===== src/rtl/ram_port_arbiter_if.sv =====
// One requester port of the shared single-port RAM: request/grant handshake,
// write payload and the one-cycle-latency read response.
interface ram_port_arbiter_if #(
  parameter int unsigned ADDR_WIDTH = 22,
  parameter int unsigned DATA_WIDTH = 32
);
  localparam int unsigned BE_WIDTH = DATA_WIDTH / 8;

  logic                  req;
  logic [ADDR_WIDTH-1:0] addr;
  logic                  we;
  logic [BE_WIDTH-1:0]   be;
  logic [DATA_WIDTH-1:0] wdata;
  logic                  gnt;
  logic                  rvalid;
  logic [DATA_WIDTH-1:0] rdata;

  // Core side drives the request, arbiter side answers it.
  modport master (output req, addr, we, be, wdata, input gnt, rvalid, rdata);
  modport slave  (input req, addr, we, be, wdata, output gnt, rvalid, rdata);
endinterface


===== src/rtl/ram_port_arbiter.sv =====
// Shares one single-port RAM between the instruction port (p0, default
// priority) and the data port (p1). p1 wins after STARVE_LIMIT lost conflicts.
// Responses are routed back to the port that owned the access one cycle earlier.
module ram_port_arbiter #(
  parameter int unsigned ADDR_WIDTH   = 22,
  parameter int unsigned DATA_WIDTH   = 32,
  parameter int unsigned STARVE_LIMIT = 3
) (
  input  logic                    clk,
  input  logic                    rstn,
  ram_port_arbiter_if.slave       p0,
  ram_port_arbiter_if.slave       p1,
  output logic                    ram_en_o,
  output logic [ADDR_WIDTH-1:0]   ram_addr_o,
  output logic                    ram_we_o,
  output logic [DATA_WIDTH/8-1:0] ram_be_o,
  output logic [DATA_WIDTH-1:0]   ram_wdata_o,
  input  logic [DATA_WIDTH-1:0]   ram_rdata_i,
  output logic [31:0]             conflict_cnt_o
);
  localparam int unsigned BE_WIDTH = DATA_WIDTH / 8;
  localparam int unsigned STARVE_W = $clog2(STARVE_LIMIT + 1);
  localparam logic [STARVE_W-1:0] STARVE_MAX = STARVE_W'(STARVE_LIMIT);
  localparam logic [31:0] CNT_MAX = 32'hFFFF_FFFF;

  logic [STARVE_W-1:0] starve_q, starve_d;
  logic                resp_valid_q, resp_valid_d;
  logic                resp_sel_q, resp_sel_d;
  logic [31:0]         conflict_q, conflict_d;
  logic                gnt0_c, gnt1_c;
  logic                both_c;

  // Same-cycle grant: p0 by default, p1 when it has lost STARVE_LIMIT conflicts in a row.
  always_comb begin
    gnt0_c = 1'b0;
    gnt1_c = 1'b0;
    both_c = p0.req && p1.req;
    if (both_c) begin
      if (starve_q == STARVE_MAX) gnt1_c = 1'b1;
      else                        gnt0_c = 1'b1;
    end else if (p0.req) begin
      gnt0_c = 1'b1;
    end else if (p1.req) begin
      gnt1_c = 1'b1;
    end
  end

  // RAM request mux; bus is zeroed when idle so nothing stale reaches the RAM.
  always_comb begin
    ram_en_o    = 1'b0;
    ram_addr_o  = '0;
    ram_we_o    = 1'b0;
    ram_be_o    = '0;
    ram_wdata_o = '0;
    if (gnt1_c) begin
      ram_en_o    = 1'b1;
      ram_addr_o  = p1.addr;
      ram_we_o    = p1.we;
      ram_be_o    = p1.be;
      ram_wdata_o = p1.wdata;
    end else if (gnt0_c) begin
      ram_en_o    = 1'b1;
      ram_addr_o  = p0.addr;
      ram_we_o    = p0.we;
      ram_be_o    = p0.be;
      ram_wdata_o = p0.wdata;
    end
  end

  // Next state for starvation, response ownership and the saturating conflict count.
  always_comb begin
    starve_d     = '0;
    resp_valid_d = gnt0_c || gnt1_c;
    resp_sel_d   = resp_sel_q;
    conflict_d   = conflict_q;
    if (p1.req && !gnt1_c) begin
      starve_d = (starve_q == STARVE_MAX) ? starve_q : starve_q + STARVE_W'(1);
    end
    if (gnt0_c || gnt1_c) resp_sel_d = gnt1_c;
    if (both_c && (conflict_q != CNT_MAX)) conflict_d = conflict_q + 32'd1;
  end

  // State registers; reset drops any response still in flight.
  always_ff @(posedge clk or negedge rstn) begin
    if (!rstn) begin
      starve_q     <= '0;
      resp_valid_q <= 1'b0;
      resp_sel_q   <= 1'b0;
      conflict_q   <= '0;
    end else begin
      starve_q     <= starve_d;
      resp_valid_q <= resp_valid_d;
      resp_sel_q   <= resp_sel_d;
      conflict_q   <= conflict_d;
    end
  end

  assign p0.gnt         = gnt0_c;
  assign p1.gnt         = gnt1_c;
  assign p0.rvalid      = resp_valid_q && !resp_sel_q;
  assign p1.rvalid      = resp_valid_q && resp_sel_q;
  assign p0.rdata       = ram_rdata_i;
  assign p1.rdata       = ram_rdata_i;
  assign conflict_cnt_o = conflict_q;

  logic unused_be_w;
  assign unused_be_w = (BE_WIDTH == 0);
endmodule


===== src/flat_wrapper.sv =====
// flat-port wrapper written by rule: the top's interface ports become plain ports
module ram_port_arbiter_flat 
#(
  parameter int unsigned ADDR_WIDTH   = 22,
  parameter int unsigned DATA_WIDTH   = 32,
  parameter int unsigned STARVE_LIMIT = 3
)
  (clk, rstn, ram_en_o, ram_addr_o, ram_we_o, ram_be_o, ram_wdata_o, ram_rdata_i, conflict_cnt_o, p0_req, p0_addr, p0_we, p0_be, p0_wdata, p0_gnt, p0_rvalid, p0_rdata, p1_req, p1_addr, p1_we, p1_be, p1_wdata, p1_gnt, p1_rvalid, p1_rdata);
  ram_port_arbiter_if #(.ADDR_WIDTH(ADDR_WIDTH), .DATA_WIDTH(DATA_WIDTH)) p0_i ();
  ram_port_arbiter_if #(.ADDR_WIDTH(ADDR_WIDTH), .DATA_WIDTH(DATA_WIDTH)) p1_i ();
  input  logic clk;
  input  logic rstn;
  output logic ram_en_o;
  output logic [ADDR_WIDTH-1:0] ram_addr_o;
  output logic ram_we_o;
  output logic [DATA_WIDTH/8-1:0] ram_be_o;
  output logic [DATA_WIDTH-1:0] ram_wdata_o;
  input  logic [DATA_WIDTH-1:0] ram_rdata_i;
  output logic [31:0] conflict_cnt_o;
  input wire logic [$bits(p0_i.req)-1:0] p0_req;
  input wire logic [$bits(p0_i.addr)-1:0] p0_addr;
  input wire logic [$bits(p0_i.we)-1:0] p0_we;
  input wire logic [$bits(p0_i.be)-1:0] p0_be;
  input wire logic [$bits(p0_i.wdata)-1:0] p0_wdata;
  output wire logic [$bits(p0_i.gnt)-1:0] p0_gnt;
  output wire logic [$bits(p0_i.rvalid)-1:0] p0_rvalid;
  output wire logic [$bits(p0_i.rdata)-1:0] p0_rdata;
  input wire logic [$bits(p1_i.req)-1:0] p1_req;
  input wire logic [$bits(p1_i.addr)-1:0] p1_addr;
  input wire logic [$bits(p1_i.we)-1:0] p1_we;
  input wire logic [$bits(p1_i.be)-1:0] p1_be;
  input wire logic [$bits(p1_i.wdata)-1:0] p1_wdata;
  output wire logic [$bits(p1_i.gnt)-1:0] p1_gnt;
  output wire logic [$bits(p1_i.rvalid)-1:0] p1_rvalid;
  output wire logic [$bits(p1_i.rdata)-1:0] p1_rdata;
  assign p0_i.req = p0_req;
  assign p0_i.addr = p0_addr;
  assign p0_i.we = p0_we;
  assign p0_i.be = p0_be;
  assign p0_i.wdata = p0_wdata;
  assign p0_gnt = p0_i.gnt;
  assign p0_rvalid = p0_i.rvalid;
  assign p0_rdata = p0_i.rdata;
  assign p1_i.req = p1_req;
  assign p1_i.addr = p1_addr;
  assign p1_i.we = p1_we;
  assign p1_i.be = p1_be;
  assign p1_i.wdata = p1_wdata;
  assign p1_gnt = p1_i.gnt;
  assign p1_rvalid = p1_i.rvalid;
  assign p1_rdata = p1_i.rdata;
  ram_port_arbiter #(.ADDR_WIDTH(ADDR_WIDTH), .DATA_WIDTH(DATA_WIDTH), .STARVE_LIMIT(STARVE_LIMIT)) u_core (.clk(clk), .rstn(rstn), .p0(p0_i), .p1(p1_i), .ram_en_o(ram_en_o), .ram_addr_o(ram_addr_o), .ram_we_o(ram_we_o), .ram_be_o(ram_be_o), .ram_wdata_o(ram_wdata_o), .ram_rdata_i(ram_rdata_i), .conflict_cnt_o(conflict_cnt_o));
endmodule

===== config.mk =====
export PLATFORM = sky130hd
export DESIGN_NAME = ram_port_arbiter_flat
export DESIGN_NICKNAME = d
export VERILOG_FILES = /design/src/rtl/ram_port_arbiter_if.sv /design/src/rtl/ram_port_arbiter.sv /design/src/flat_wrapper.sv
export SDC_FILE = /design/constraint.sdc
export NUM_CORES = 1
export LEC_CHECK = 0
export CELL_PAD_IN_SITES_DETAIL_PLACEMENT = 1
export CELL_PAD_IN_SITES_GLOBAL_PLACEMENT = 1
export CORE_UTILIZATION = 18
export CTS_BUF_LIST = sky130_fd_sc_hd__clkbuf_2 sky130_fd_sc_hd__clkbuf_4 sky130_fd_sc_hd__clkbuf_8
export DETAILED_ROUTE_END_ITERATION = 10
export PLACE_DENSITY = 0.8
export SYNTH_ARGS = -nofsm -noshare
export SYNTH_HDL_FRONTEND = slang
export SYNTH_SLANG_ARGS = --single-unit

===== constraint.sdc =====
create_clock -name clk -period 2.3 [get_ports clk]
set_clock_uncertainty 0.15 [all_clocks]
set_input_delay 0.69 -clock clk [delete_from_list [all_inputs] [get_ports clk]]
set_output_delay 0.69 -clock clk [all_outputs]
set_load 0.01 [all_outputs]

Yosys cells after proc, flatten, opt, wreduce, memory -nomap -nowiden
Index checks and enable logic that the tools add are counted.
{ "op_classes": {"n_addsub": 2, "eq_ne": 3, "mux": 19, "n_reduce_logical": 8} }
{ "op_table": {"columns": ["op", "count"], "rows": [
  ["$mux W32", 2],
  ["$mux W22", 2],
  ["$add A32 B1 Y32 const B", 1],
  ["$ne A32 B32 Y1 const B", 1],
  ["$mux W1", 11],
  ["$mux W4", 2],
  ["$logic_and A1 B1 Y1", 5],
  ["$mux W2", 2],
  ["$add A2 B1 Y2 const B", 1],
  ["$eq A2 B2 Y1 const B", 1],
  ["$logic_not A1 Y1", 2],
  ["$ne A2 B2 Y1 const B", 1],
  ["$logic_or A1 B1 Y1", 1]
]} }
{ "word_totals": {"reg_bits": 36} }

Logic depth before layout (Yosys ltp)
{ "logic_depth": {"word_depth": 6, "depth_mapped": 7} }

Least setup slack after synthesis
OpenSTA, ideal clock, no wires.
{ "synth_path": {"path_kind": "input port to output port", "startpoint": "in p1_req", "endpoint": "out ram_wdata_o[23]", "arrival_ns": 1.616, "required_time_ns": 1.460, "slack_ns": -0.156, "cell_stages": 3, "path_buffers": 1, "path_cell_list": "a21boi_1 clkbuf_1 a22o_1"} }
{ "synth_between": {"elab_chain_len": 4} }
{ "synth_rtl": {"columns": ["item", "line", "source"], "rows": [
  ["start, declared", "flat_wrapper.sv:28", "input wire logic [$bits(p1_i.req)-1:0] p1_req;"],
  ["$mux W1", "ram_port_arbiter.sv:43", "end else if (p1.req) begin"],
  ["$mux W1", "ram_port_arbiter.sv:41", "end else if (p0.req) begin"],
  ["$mux W1 *", "ram_port_arbiter.sv:38", "if (both_c) begin"],
  ["via p1_gnt", "flat_wrapper.sv:33", "output wire logic [$bits(p1_i.gnt)-1:0] p1_gnt;"],
  ["$mux W32 *", "ram_port_arbiter.sv:55", "if (gnt1_c) begin"],
  ["end, declared", "flat_wrapper.sv:17", "output logic [DATA_WIDTH-1:0] ram_wdata_o;"]
]} }
Mark *: on every way through the listed nets, which the timed path passes. The rest lies on a longest branch.

Final worst setup path
{ "layout_path": {"startpoint": "reg u_core.starve_q[0]", "endpoint": "out ram_wdata_o[9]"} }
{ "layout_between": {"elab_chain_len": 5} }
{ "layout_rtl": {"columns": ["item", "line", "source"], "rows": [
  ["start, declared", "ram_port_arbiter.sv:26", "logic [STARVE_W-1:0] starve_q, starve_d;"],
  ["start signal, assigned", "ram_port_arbiter.sv:91", "starve_q <= starve_d;"],
  ["$eq A2 B2 Y1 *", "ram_port_arbiter.sv:39", "if (starve_q == STARVE_MAX) gnt1_c = 1'b1;"],
  ["$mux W1", "ram_port_arbiter.sv:39", null],
  ["$mux W1", "ram_port_arbiter.sv:38", null],
  ["$mux W32", "ram_port_arbiter.sv:61", "end else if (gnt0_c) begin"],
  ["$mux W32 *", "ram_port_arbiter.sv:55", null]
]} }
Mark *: on every way between the ends. The rest lies on a longest branch, timed or not.

==> impl_metrics.tcl <==
set metrics [dict create \
    root_buffer "clkbuf_8" \
    pwr-share-seq_pct 34.7 \
    crit_type "reg2out" \
    yosysWarningCount 0 \
    status "finished with violations" \
    clock.fmax_ghz 0.374 \
    grt_pass1_wl_um 20700 \
    totalWireLength_um 14300 \
    rows 45 \
    finalSetupViolations 60 \
    worstPathArrival_ns 1.83 \
    worst_ir_drop_vdd_uv 189 \
    cp_max_fo 7 \
    numClockSinks 36 \
    die_x_um 127 \
    drive_gt1_share_pct 30.5 \
    hold_viol 0 \
    startpoint_type "flop" \
    via_count 3135 \
    nNetsFinal 655 \
    numPortBuffers 217 \
    synth-seq-cells 36 \
    hp-start "u_core.resp_sel_q" \
    pwr_density_cell_nw_per_um2 409 \
    rsz0062_at_grt "yes" \
    yosysSeqAreaShare_pct 32.2 \
    tightest_slew_ns 0.464 \
    h-tree-depth 2 \
    cts_tree "built" \
    viasPerCell 4.56 \
    dp_hpwl_um 11100 \
    die_y_um 127 \
    antennaDiodeCount 0 \
    gp_congestion 0.859 \
    clk_pin_slew_worst_paths_ns 0.07 \
    dr.pass1.iters 4 \
    max_cap_viol_count 0 \
    clock_latency_ns 0.29 \
    start_util_pct 18.4 \
    hold_class "reg2reg" \
    combPwrFrac_pct 44.0 \
    min_path_cells 1 \
    postSynthCellCount 300 \
    fin_ws_ns -0.375 \
    stdcell_count 687 \
    yosys.area_share.simple_pct 17.1 \
    synth_nets 456 \
    coreArea_um2 15200 \
    rrSetupSlack_ns 0.17 \
    synth_area_um2 2800 \
    leakagePower_nw 2.55 \
    place_area_um2 4930 \
    rr_worst_depth 6 \
    p_int_mw 1.57 \
    stdcell_area_um2 5540 \
    r2r_start "u_core.conflict_cnt_o[0]" \
    fin_crit_sh_pct 116 \
    placedCellCount 652 \
    antenna_found_initial 0 \
    cts.path.max_buffers 2 \
    final_common_cell "clkdlybuf4s50_1" \
    holdWs_ns 0.350 \
    final_cell_mix "clkdlybuf4s50_1 (153), a22o_1 (43), buf_2 (39), dfrtp_1 (36), buf_4 (30)" \
    cp-end-kind "output pin" \
    r2r_end "u_core.conflict_cnt_o[10]" \
    synth_compound_area_share_pct 20.6 \
    violations "setup timing" \
    hold-path-endpoint "u_core.resp_sel_q" \
    swShare_pct 30.5 \
    grtUsageTotal_pct 17.4 \
    ant_nets 0 \
    grt_overflow 0 \
    synth.avg_cell_area_um2 9.33 \
    area_delta_synth_final_pct 97.7 \
    ys_types 33 \
    die_area_um2 16100 \
    drt_iter0_markers 121 \
    grt_pass1_vias 3397 \
    required_ns 1.46 \
    synth_xor_xnor_area_share_pct 9.38 \
    synth_adder_area_share_pct 0.894 \
    clkPwrFrac_pct 21.3 \
    synth_top_family_by_area "compound AO/OA/AOI/OAI gates" \
    grt_max_degree 37 \
    io_pins 314 \
    wl_per_cell_um 20.8 \
    power.switching_uw 690 \
    slew_headroom_pct 68.8 \
    synth_mux_area_share_pct 0.402 \
    drc_errors 0 \
    slew_viol_final 0 \
    min_period_ns 2.67 \
    cts_buffers 5 \
]
-- metal layers --
layer | GRT usage, % | vias up | share of wire [%]
met5 | 0 | - | 0
met4 | 7.91 | 0 | 3.8
met3 | 2.95 | 31 | 4.5
met2 | 32.7 | 135 | 54
met1 | 19.1 | 1539 | 37
li1 | - | 1430 | -
-- Yosys cell counts, drive strengths merged --
cell type	n	share of area, %
nor4	3	0.67
nor4b	1	0.85
nor3	8	1.8
clkbuf	14	1.9
nand4	12	3.4
nand3	10	1.8
buf	65	17
or4b	1	0.36
a21o	1	0.27
nand2	15	2.0
nor2	14	1.9
xor2	17	5.3
a21oi	2	0.36
o2111ai	1	0.31
or2	2	0.45
xnor2	13	4.1
a31oi	4	0.89
and4	2	0.71
a22o	59	18
mux2	1	0.40
nor2b	1	0.22
dfrtp	36	32
and3	10	2.2
a21boi	1	0.27
and2	3	0.67
inv	2	0.27
ha	2	0.89
-- repair_timing --
item,CTS,global route
resized for setup,310,4
hold buffers,0,0
cloned,10,0
pin swaps,33,3
buffers inserted,13,6
endpoints found under the setup margin,70,61
-- worst max-delay path, stage by stage (launching register included) --
cell and delay (ns):
dfrtp_1 0.41, ha_4 0.20, inv_4 0.06, a21boi_4 0.06
buf_12 0.14, buf_12 0.13, buf_16 0.14, a22o_4 0.27
buf_6 0.13
-- per-stage QoR --
stage          total power [mW]  util (%)  TNS, ns  worst slack, ns
2_1_floorplan              1.16         -    -1.90          -0.0380
3_3_place_gp               1.68      32.5   -69.54            -1.15
3_5_place_dp               1.70      32.5   -71.02            -1.13
4_1_cts                    2.29      35.9   -18.53           -0.390
5_1_grt                    2.39      36.4   -22.74           -0.441
6_report                   2.26      36.4   -18.16           -0.375
-- power by group through the flow --
stage	sequential [mW]	clock, mW	combinational [mW]
floorplan	0.803	0	0.352
global route	0.795	0.535	1.06
global placement	0.792	0	0.886
CTS	0.786	0.500	1.00
finish	0.785	0.482	0.997
detailed placement	0.794	0	0.902
-- layout make-up --
type / count / area, um2
tap: 188 / 235
clock buffer: 7 / 96.3
timing repair buffer: 271 / 2760
multi-input combinational: 183 / 1530
inverter: 2 / 10.0
sequential: 36 / 901
fill: 1740 / 9670
-- worst max path at each step --
stage,start,end
2_1_floorplan,p0_req,ram_addr_o[0]
3_3_place_gp,p0_req,ram_wdata_o[15]
3_5_place_dp,p0_req,ram_wdata_o[15]
4_1_cts,u_core.starve_q[0],ram_we_o
5_1_grt,u_core.starve_q[0],ram_wdata_o[27]
6_report,u_core.starve_q[0],ram_wdata_o[9]
-- sequential cells by signal, indices dropped and copies added, names as in the netlist --
register	flops
u_core.conflict_cnt_o	32
u_core.resp_sel_q	1
u_core.resp_valid_q	1
u_core.starve_q	2
-- cells by family (layout without fill, tap and decap cells) --
| group | after synthesis | count (layout) |
|---|---|---|
| DFF | 36 | 36 |
| AOI/OAI and AO/OA | 68 | 68 |
| adders and majority gates | 2 | 2 |
| buffers and inverters | 81 | 280 |
| xor gates and xnor gates | 30 | 30 |
| muxes | 1 | 1 |
| and+or+nand+nor | 82 | 82 |
Power figures use the tool's default switching activity.
